### src/rtl/fallthrough_small_fifo.sv
// rtl/fallthrough_small_fifo.sv - first-word-fall-through FIFO with power-of-two depth
module fallthrough_small_fifo #(
    parameter int WIDTH               = 72,
    parameter int MAX_DEPTH_BITS      = 3,
    parameter int PROG_FULL_THRESHOLD = 2**MAX_DEPTH_BITS - 1
) (
    input  logic             clk,
    input  logic             reset,
    input  logic [WIDTH-1:0] din,
    input  logic             wr_en,
    input  logic             rd_en,
    output logic [WIDTH-1:0] dout,
    output logic             full,
    output logic             nearly_full,
    output logic             prog_full,
    output logic             empty
);

    localparam int DEPTH = 1 << MAX_DEPTH_BITS;
    localparam logic [MAX_DEPTH_BITS:0] C_DEPTH   = (MAX_DEPTH_BITS+1)'(DEPTH);
    localparam logic [MAX_DEPTH_BITS:0] C_NEARLY  = (MAX_DEPTH_BITS+1)'(DEPTH - 1);
    localparam logic [MAX_DEPTH_BITS:0] C_PROG    = (MAX_DEPTH_BITS+1)'(PROG_FULL_THRESHOLD);

    logic [WIDTH-1:0]          r_mem [DEPTH];
    logic [MAX_DEPTH_BITS-1:0] r_wptr;
    logic [MAX_DEPTH_BITS-1:0] r_rptr;
    logic [MAX_DEPTH_BITS:0]   r_count;

    logic w_wr_ok;
    logic w_rd_ok;

    // Flags come only from the registered count so upstream ready has no path from wr_en/rd_en.
    assign empty       = (r_count == '0);
    assign full        = (r_count == C_DEPTH);
    assign nearly_full = (r_count >= C_NEARLY);
    assign prog_full   = (r_count >= C_PROG);

    assign w_wr_ok = wr_en & ~full;
    assign w_rd_ok = rd_en & ~empty;

    assign dout = r_mem[r_rptr];

    always_ff @(posedge clk) begin
        if (w_wr_ok) begin
            r_mem[r_wptr] <= din;
        end
    end

    always_ff @(posedge clk) begin
        if (!reset) begin
            r_wptr  <= '0;
            r_rptr  <= '0;
            r_count <= '0;
        end else begin
            if (w_wr_ok) begin
                r_wptr <= r_wptr + 1'b1;
            end
            if (w_rd_ok) begin
                r_rptr <= r_rptr + 1'b1;
            end
            case ({w_wr_ok, w_rd_ok})
                2'b10:   r_count <= r_count + 1'b1;
                2'b01:   r_count <= r_count - 1'b1;
                default: r_count <= r_count;
            endcase
        end
    end

endmodule

### config.mk
export PLATFORM = sky130hd
export DESIGN_NAME = fallthrough_small_fifo
export DESIGN_NICKNAME = d
export VERILOG_FILES = /design/src/rtl/fallthrough_small_fifo.sv
export SDC_FILE = /design/constraint.sdc
export NUM_CORES = 1
export LEC_CHECK = 0
export BUFFER_PORTS_ARGS = -buffer_cell sky130_fd_sc_hd__buf_4
export CORE_ASPECT_RATIO = 0.8
export CORE_MARGIN = 2
export CORE_UTILIZATION = 40
export DETAILED_ROUTE_END_ITERATION = 8
export GPL_TIMING_DRIVEN = 0
export SLEW_MARGIN = 20
export SYNTH_ARGS = -nofsm -noshare
export SYNTH_HDL_FRONTEND = slang
export SYNTH_SLANG_ARGS = --single-unit
### constraint.sdc
create_clock -name clk -period 20.1 [get_ports clk]
set_input_delay 4.02 -clock clk [delete_from_list [all_inputs] [get_ports clk]]
set_output_delay 4.02 -clock clk [all_outputs]
set_load 0.005 [all_outputs]
### Word level (Yosys, flattened, before mapping)

Memory sizes are Yosys's and may differ from the RTL's. A register that Yosys moved wholly into a read port is not among the register bits.
Cells that the tools add are included.

* $add $sub $neg: 4
* multipliers: 0
* divide/modulo/power cells: 0
* magnitude comparators: 1
* equality and inequality tests: 3
* shift-type cells: 0
* mux-type cells: 5
* bitwise operators: 4
* reductions and logical operators: 2

Operators by type and width (count)
* case mux 4 bit (2 select lines): 1
* adder 3 x 1 -> 3 bit, second input constant: 2
* 2-to-1 mux 3 bit: 2
* adder 4 x 1 -> 4 bit, second input constant: 1
* == test 4 bit, second input constant: 1
* >= comparator 4 x 3 -> 1 bit, second input constant: 1
* logical NOT 4 bit: 1
* subtractor 4 x 1 -> 4 bit, second input constant: 1
* bitwise AND 1 bit: 2
* == test 2 x 1 -> 1 bit, second input constant: 1
* == test 2 bit, second input constant: 1
* 2-to-1 mux 1 bit: 2
* NOT 1 bit: 2
* nonzero test 2 bit: 1

* flip-flop bits (word level): 10
* bits in latches: 0
* bits in writable memories: 576
* ROM bits: 0
* word-level logic and storage cells: 23
* memories: 1

Memories
* r_mem: depth 8, width 72, read ports 1, clocked after memory_dff 1, write ports 1, RTL line 24 `logic [WIDTH-1:0] r_mem [DEPTH];`

### Depth between registers and ports, before layout

Gate-level depths: netlist of run 1.

* depth after elaboration: 5
* gate-level depth with buffers: 11
* mapped depth without buffers: 9

### Least setup slack after synthesis of run 1

Ideal clock, no wire load.

* path type: input-to-reg
* start: input wr_en
* end: memory r_mem[0][0], enable pin
* library setup time: 0.680 ns
* arrival: 10.881 ns
* slack: 8.540 ns
* stages: 2
* buffers on the path: 0
* cells stage by stage: nand2_8 nor4_1

* longest elaborated chain between the ends: 3

Ends and longest elaborated chain
* start: declaration: RTL line 10 `input logic wr_en,`
* bitwise AND 1 bit: RTL line 38 `assign w_wr_ok = wr_en & ~full;`
* 2-to-1 mux 1 bit: RTL line 44 `if (w_wr_ok) begin`
* 2-to-1 mux 1 bit (implied by the code): RTL line 45 `r_mem[r_wptr] <= din;`
* end: declaration: RTL line 24

No other way between the ends.

==> metrics.txt, run 1 <==
outcome complete, no violations; Min-Delay Path Depth 2; total CTS buffers 58; GRT Overall Usage 0.160; IO Count ~150; CP max FO 10; DP HPWL slightly above 30000 um; Synth area leader edfxtp_1; final WL between 40000 and 50000 um; antenna violations before repair 4; Placer Congestion slightly below 0.7; flops & latches, synth around 600; slew margin rel. 0.296; Synth Cell Area approximately 23000 um^2; worst path bufs/invs 4; Min-Delay Endpoint r_count[3]; WS Path Type reg -> out; Final Hold Vio Count 0; EDFF count, synth 576; Vias ~10000; post-synthesis mux area share 0.191; Min-Delay Path Class reg -> reg; # Post-CTS Setup Buffers 0; fill count 4540; Synth Flop Type edfxtp_1; Crit Reg-Reg Startpoint r_count[2]; crit start category flip-flop; Finish-stage setup viols 0; Cell Pwr Density ~110 nW/um^2; number of global-route vias before repair around 11000; minimum clock period after layout just under 7 ns; Final WS setup 13.29 ns; Die Wd between 200 and 300 um; initial core utilization 0.407; Pins Over Slew Limit 0; FF/Latch Area 17600 um^2; Req. time, crit path 16.08 ns; Clock H-tree levels 2; maximum vdd drop between 0.06 and 0.07 mV; Finished Cell Area around 27000 um^2; r2r worst-path depth 10; TNS Setup 0 ns; final std cells w/o fill 1990; grt total ovfl 0; clock skew 0.0121 ns; Worst path max stage delay 0.40 ns; Area growth syn-to-layout 20.4%; CORE AREA 55500 um^2; CTS Hold Buffers Added 0; crit path capture type primary output; Core Rows 77; per-cell routed wire length 23.4 um; Synth cell types 37; first-iteration detailed-routing DRC count between 600 and 700; Detailed Routing Iterations Pass 1 4; clock sink count between 500 and 600; reg-to-reg slack, setup roughly 17 ns; Slew @ Worst Pin about 1.1 ns; number of port buffers about 150; hold path start r_count[3]; Clock Latency Late Sink between 0.6 and 0.7 ns; largest net degree at the start of global routing 21; CP Cell Sequence buf_2 -> buf_2 -> buf_2 -> mux4_2 -> mux2_4 -> buf_4; largest family of logic cells by synthesized area multiplexers; share of layout cells above drive strength 1 0.446; CTS tree yes; Clock Path Buffers 3; family with the most delay on the worst path buffers and inverters; post-synthesis sequential area ratio 0.777; Die H around 220 um; slowest stage cell, crit path buf_2; placed cell areas 25500 um^2; unrepaired setup endpoints after global routing no; synth top area cells edfxtp_1, mux4_2, mux2_4; post-cts resize count 0; PnR Total Power 3.08 mW; Tcrit/Tclk final 0.339; count leader, synth edfxtp_1; synthesized instance count 909; Post-Synth Adder-Cell Area 0.00277; Syn. warnings 0; Max Fclk around 150 MHz; area of the multi-input gates about 4800 um^2; Place WS ~14 ns; Compound-Gate Fraction of Synth Area 0.00288; Mean Syn Cell Area 24.9 um^2; die area between 50000 and 60000 um^2; # nets final approximately 1300; Root Driver clkbuf_16; most instantiated cells after synthesis edfxtp_1, mux4_2, mux2_4, buf_2, dfxtp_1; syn_nets 990; Post-Synth XOR/XNOR Area 0.00271; post-route ant nets 0; Static Leak about 8.9 nW; Yosys top cell area share 0.766; DRC violations left 0; simple-gate share of the synthesized area 0.00908; Placed Instances 1884; antenna cells 0; first-pass GRT wire length ~69000 um; CP arrival 2.79 ns; reg2reg end r_mem[4][33]; CP most frequent cell buf_2; Via-to-Cell Ratio around 5; async set-reset flop share out of synthesis 0; MaxCap Viol Count 0; Clock Pin Slew Worst Setup and Hold Paths roughly 0.060 ns
[metrics by stage]
step | hold WS [ns] | util
finish | 0.520 | 0.490
global route | 0.563 | 0.490
CTS | 0.524 | 0.490
detailed placement | 0.515 | 0.459
global placement | 0.501 | 0.444
floorplan | 0.478 | -
[worst reg2reg max path, cell delays in order, from the launching register on]
cell and delay (ns):
dfxtp_1 0.30, clkbuf_1 0.31, or4b_1 0.17, buf_4 0.16, nand3_1 0.29, nor3_2 0.67, buf_6 0.23, buf_6 0.15
buf_4 0.21, buf_6 0.17, buf_4 0.21
[metal layers]
| metal | global-route usage | part of all wire | wire length (um) | vias up |
|---|---|---|---|---|
| li1 | - | - | - | 4455 |
| met1 | 0.221 | 0.45 | 20900 | 5292 |
| met2 | 0.257 | 0.48 | 22300 | 224 |
| met3 | 0.0380 | 0.055 | 2550 | 71 |
| met4 | 0.0411 | 0.017 | 801 | 8 |
| met5 | 0 | 0.0012 | 57 | - |
[where the power goes]
part | internal (mW) | switching [mW]
registers | 1.41 | 0.0159
logic | 0.375 | 0.284
clock network | 0.560 | 0.436
[cell families (layout without fill, tap and decap cells)]
logic type,Yosys count,in the layout
AO/OA/AOI/OAI,9,9
multiplexers,219,219
adder cells (fa/ha/maj),5,5
flip-flops,589,589
XOR/XNOR,7,7
AND/OR/NAND/NOR,34,34
buffers and inverters,46,377
[cell usage in the layout (no fill, tap or decap), drive strengths merged, types with 3 or more instances in the layout]
master / instances
mux2: 72
clkbuf: 84
mux4: 144
xnor2: 4
mux2i: 3
ha: 5
inv: 3
buf: 258
edfxtp: 576
nor2: 4
nand2: 6
and2: 6
nand3: 3
xor2: 3
nand2b: 4
dfxtp: 13
clkinv: 30
nor3: 4
[layout make-up]
type,instances,share of cell area
flip-flops and latches,589,0.646
repair buffers,225,0.0692
plain buffers,45,0.0120
multi-input cells,274,0.175
inverters,1,0.000138
well taps,750,0.0345
clock buffers,72,0.0561
clock inverters,34,0.00755
[flip-flops by register name, summed over array words and instances, names as in the netlist, named ones only]
name	flops
r_count	4
r_mem	576
r_rptr	3
r_wptr	3
[how the worst max path moves through the flow]
stage / endpoint / slack (ns) / cells past startpoint
floorplan: r_mem[0][0] / 8.54 / 2
CTS: dout[31] / 13.22 / 6
finish: dout[70] / 13.29 / 6
detailed placement: r_mem[3][39] / 13.66 / 8
global placement: r_mem[0][33] / 0.26 / 3
global route: dout[17] / 13.13 / 6
(Power assumes the default switching activity.)
==> inputs of run 2 (changes only) <==
==> constraint.sdc (replaced) <==
create_clock -name clk -period 7.1 [get_ports clk]
set_input_delay 1.42 -clock clk [delete_from_list [all_inputs] [get_ports clk]]
set_output_delay 1.42 -clock clk [all_outputs]
set_load 0.005 [all_outputs]
==> metrics.txt, run 2 (synthesis gave the netlist of run 1 again) <==
outcome complete, no violations; first-pass GRT wire length 69000 um (-0.32%); commonest non-fill, non-tap cell in the layout edfxtp_1; share of layout cells above drive strength 1 0.450 (+0.00379); Root Driver clkbuf_16; sw power 2.10 mW (+190%); total CTS buffers 58 (unchanged); CTS Hold Buffers Added 0 (unchanged); DP HPWL 30000 um (-3.4%); Top reg by flops r_mem; grt total ovfl 0 (unchanged); Worst path max stage delay 0.39 ns (about the same); MaxCap Viol Count 0 (unchanged); CP max FO 10 (unchanged); area of the multi-input gates 4760 um^2 (+0.18%); Place WS 3.43 ns (-10.23 ns); slew margin rel. 0.281 (-0.0143); Slew @ Worst Pin 1.08 ns (+0.0215 ns); die area 58400 um^2 (unchanged); clock sink count 589 (unchanged); first-iteration detailed-routing DRC count 622 (+1.1%); Clock Latency Late Sink 0.61 ns (about the same); Final WS setup 2.88 ns (-10.41 ns); Vias 10000 (-0.29%); Area growth syn-to-layout 21.0%; Pins Over Slew Limit 0 (unchanged); crit path capture type primary output; GRT Overall Usage 0.160 (about the same); antenna violations before repair 2 (-2); Min-Delay Path Class reg -> reg; Min-Delay Endpoint r_count[3]; initial core utilization 0.407 (unchanged); Clock H-tree levels 2 (unchanged); Crit Reg-Reg Startpoint r_count[2]; Int Power 6.74 mW (+190%); CTS tree yes; Core Rows 77 (unchanged); worst path bufs/invs 4 (unchanged); DRC violations left 0 (unchanged); family with the most delay on the worst path buffers and inverters; Min-Delay Path Depth 2 (unchanged); slowest stage cell, crit path buf_2; number of global-route vias before repair 10700 (+1.6%); # Post-CTS Setup Buffers 0 (unchanged); CORE AREA 55500 um^2 (unchanged); crit start category flip-flop; Finish-stage setup viols 0 (unchanged); post-cts resize count 0 (unchanged); WS Path Type reg -> out; Detailed Routing Iterations Pass 1 5 (+1); Tcrit/Tclk final 0.594; Final Hold Vio Count 0 (unchanged); critical path depth in cells 6 (unchanged); hold path start r_count[3]; CP Cell Sequence buf_2 -> buf_2 -> buf_2 -> mux4_2 -> mux2_4 -> buf_4; Largest register FFs 576 (unchanged); Static Leak 8.97 nW (+0.44%); reg2reg end r_mem[4][40]; Max Fclk roughly 240 MHz; Die Wd 270 um (unchanged); Via-to-Cell Ratio 5.05 (about the same); CP most frequent cell buf_2; Die H 217 um (unchanged); r2r worst-path depth 9 (-1); Cell Pwr Density 324 nW/um^2 (+190%); Clock Path Buffers 3 (unchanged); Largest regs r_mem x576, r_count x4; post-route ant nets 0 (unchanged); combinational power share 0.212 (about the same); CP arrival 2.80 ns (about the same); minimum clock period after layout ~4.2 ns; hold_ws 0.515 ns (-0.00494 ns); clock power share 0.330 (+0.007); final WL 46000 um (-1.4%); Placer Congestion 0.683 (+1.3%); switching share of power 0.238 (-0.000423); power share of the sequential group 0.458 (-0.006); FF/Latch Area 17600 um^2 (unchanged); clock skew 0.00991 ns (-0.00223 ns); Clock Pin Slew Worst Setup and Hold Paths 0.06 ns (about the same); maximum vdd drop 0.188 mV (+180%); reg-to-reg slack, setup 4.24 ns (-12.70 ns); unrepaired setup endpoints after global routing no; largest net degree at the start of global routing 19 (-9.5%); per-cell routed wire length 23.2 um (-1.1%); IO Count 152 (unchanged); most frequent cells in the layout edfxtp_1, buf_4, mux4_2; # nets final 1268 (-0.55%); number of port buffers 151 (unchanged); Req. time, crit path 5.68 ns (-10.40 ns); fill count 4512 (-0.62%)
-- run 2: changes by cell type in the layout (fill, tap and decap cells not counted), moves of 2 or more --
cell / before / now
buf_4: 192 / 184
clkinv_2: 10 / 15
buf_6: 13 / 26
clkinv_1: 20 / 14
clkbuf_1: 25 / 23
buf_16: 4 / 7
buf_2: 29 / 17
buf_12: 15 / 12
bufinv_16: 2 / 4
-- run 2: through the flow --
stage	TNS, ns	cells	total power [mW]	instance area (um^2)	util
floorplan	0	909	5.32	22600	-
global placement	-2225.16	1810	6.02	24700	0.445
detailed placement	0	1877	6.05	25500	0.460
CTS	0	1984	8.98	27300	0.492
global route	0	1984	9.21	27300	0.492
finish	0	1985	8.84	27300	0.492
-- run 2: worst reg2reg max path: stages, from the launching register on --
cell	delay [ns]
dfxtp_1	0.31
clkbuf_1	0.25
or4b_1	0.16
buf_4	0.15
nand3_1	0.29
nor3_2	0.58
buf_4	0.30
buf_6	0.17
buf_6	0.15
buf_4	0.19
-- run 2: power groups by stage --
stage | Sequential, mW | Combinational (mW) | Clock, mW
final | 4.05 | 1.87 | 2.92
after detailed placement | 4.12 | 1.93 | 0
after global placement | 4.17 | 1.85 | 0
after floorplan | 4.14 | 1.18 | 0
after CTS | 4.05 | 1.94 | 2.99
after global routing | 4.06 | 2.03 | 3.12
-- run 2: worst max-delay path by stage --
stage | startpoint | to | slack, ns
after global routing | flip-flop | dout[40] | 2.74
final | flip-flop | dout[12] | 2.88
after floorplan | wr_en | r_mem[4][0] | 0.06
after global placement | wr_en | r_mem[4][38] | -5.74
after CTS | flip-flop | dout[40] | 2.76
after detailed placement | flip-flop | dout[40] | 3.43
-- run 2: routing by layer --
layer | global-route usage | wire (um)
met1 | 0.221 | 20800
met2 | 0.261 | 22200
met3 | 0.0328 | 2200
met4 | 0.0420 | 794
met5 | 0 | 16
-- run 2: area by class of cell --
| cell class | count | area share |
|---|---|---|
| antenna | 1 | 0.0000916 |
| tap | 750 | 0.0343 |
| clock inverter | 37 | 0.0107 |
| multi-input combinational | 274 | 0.174 |
| timing repair buffer | 218 | 0.0706 |
| clock buffer | 70 | 0.0555 |
| sequential | 589 | 0.642 |
| buffer | 45 | 0.0119 |
| inverter | 1 | 0.000137 |
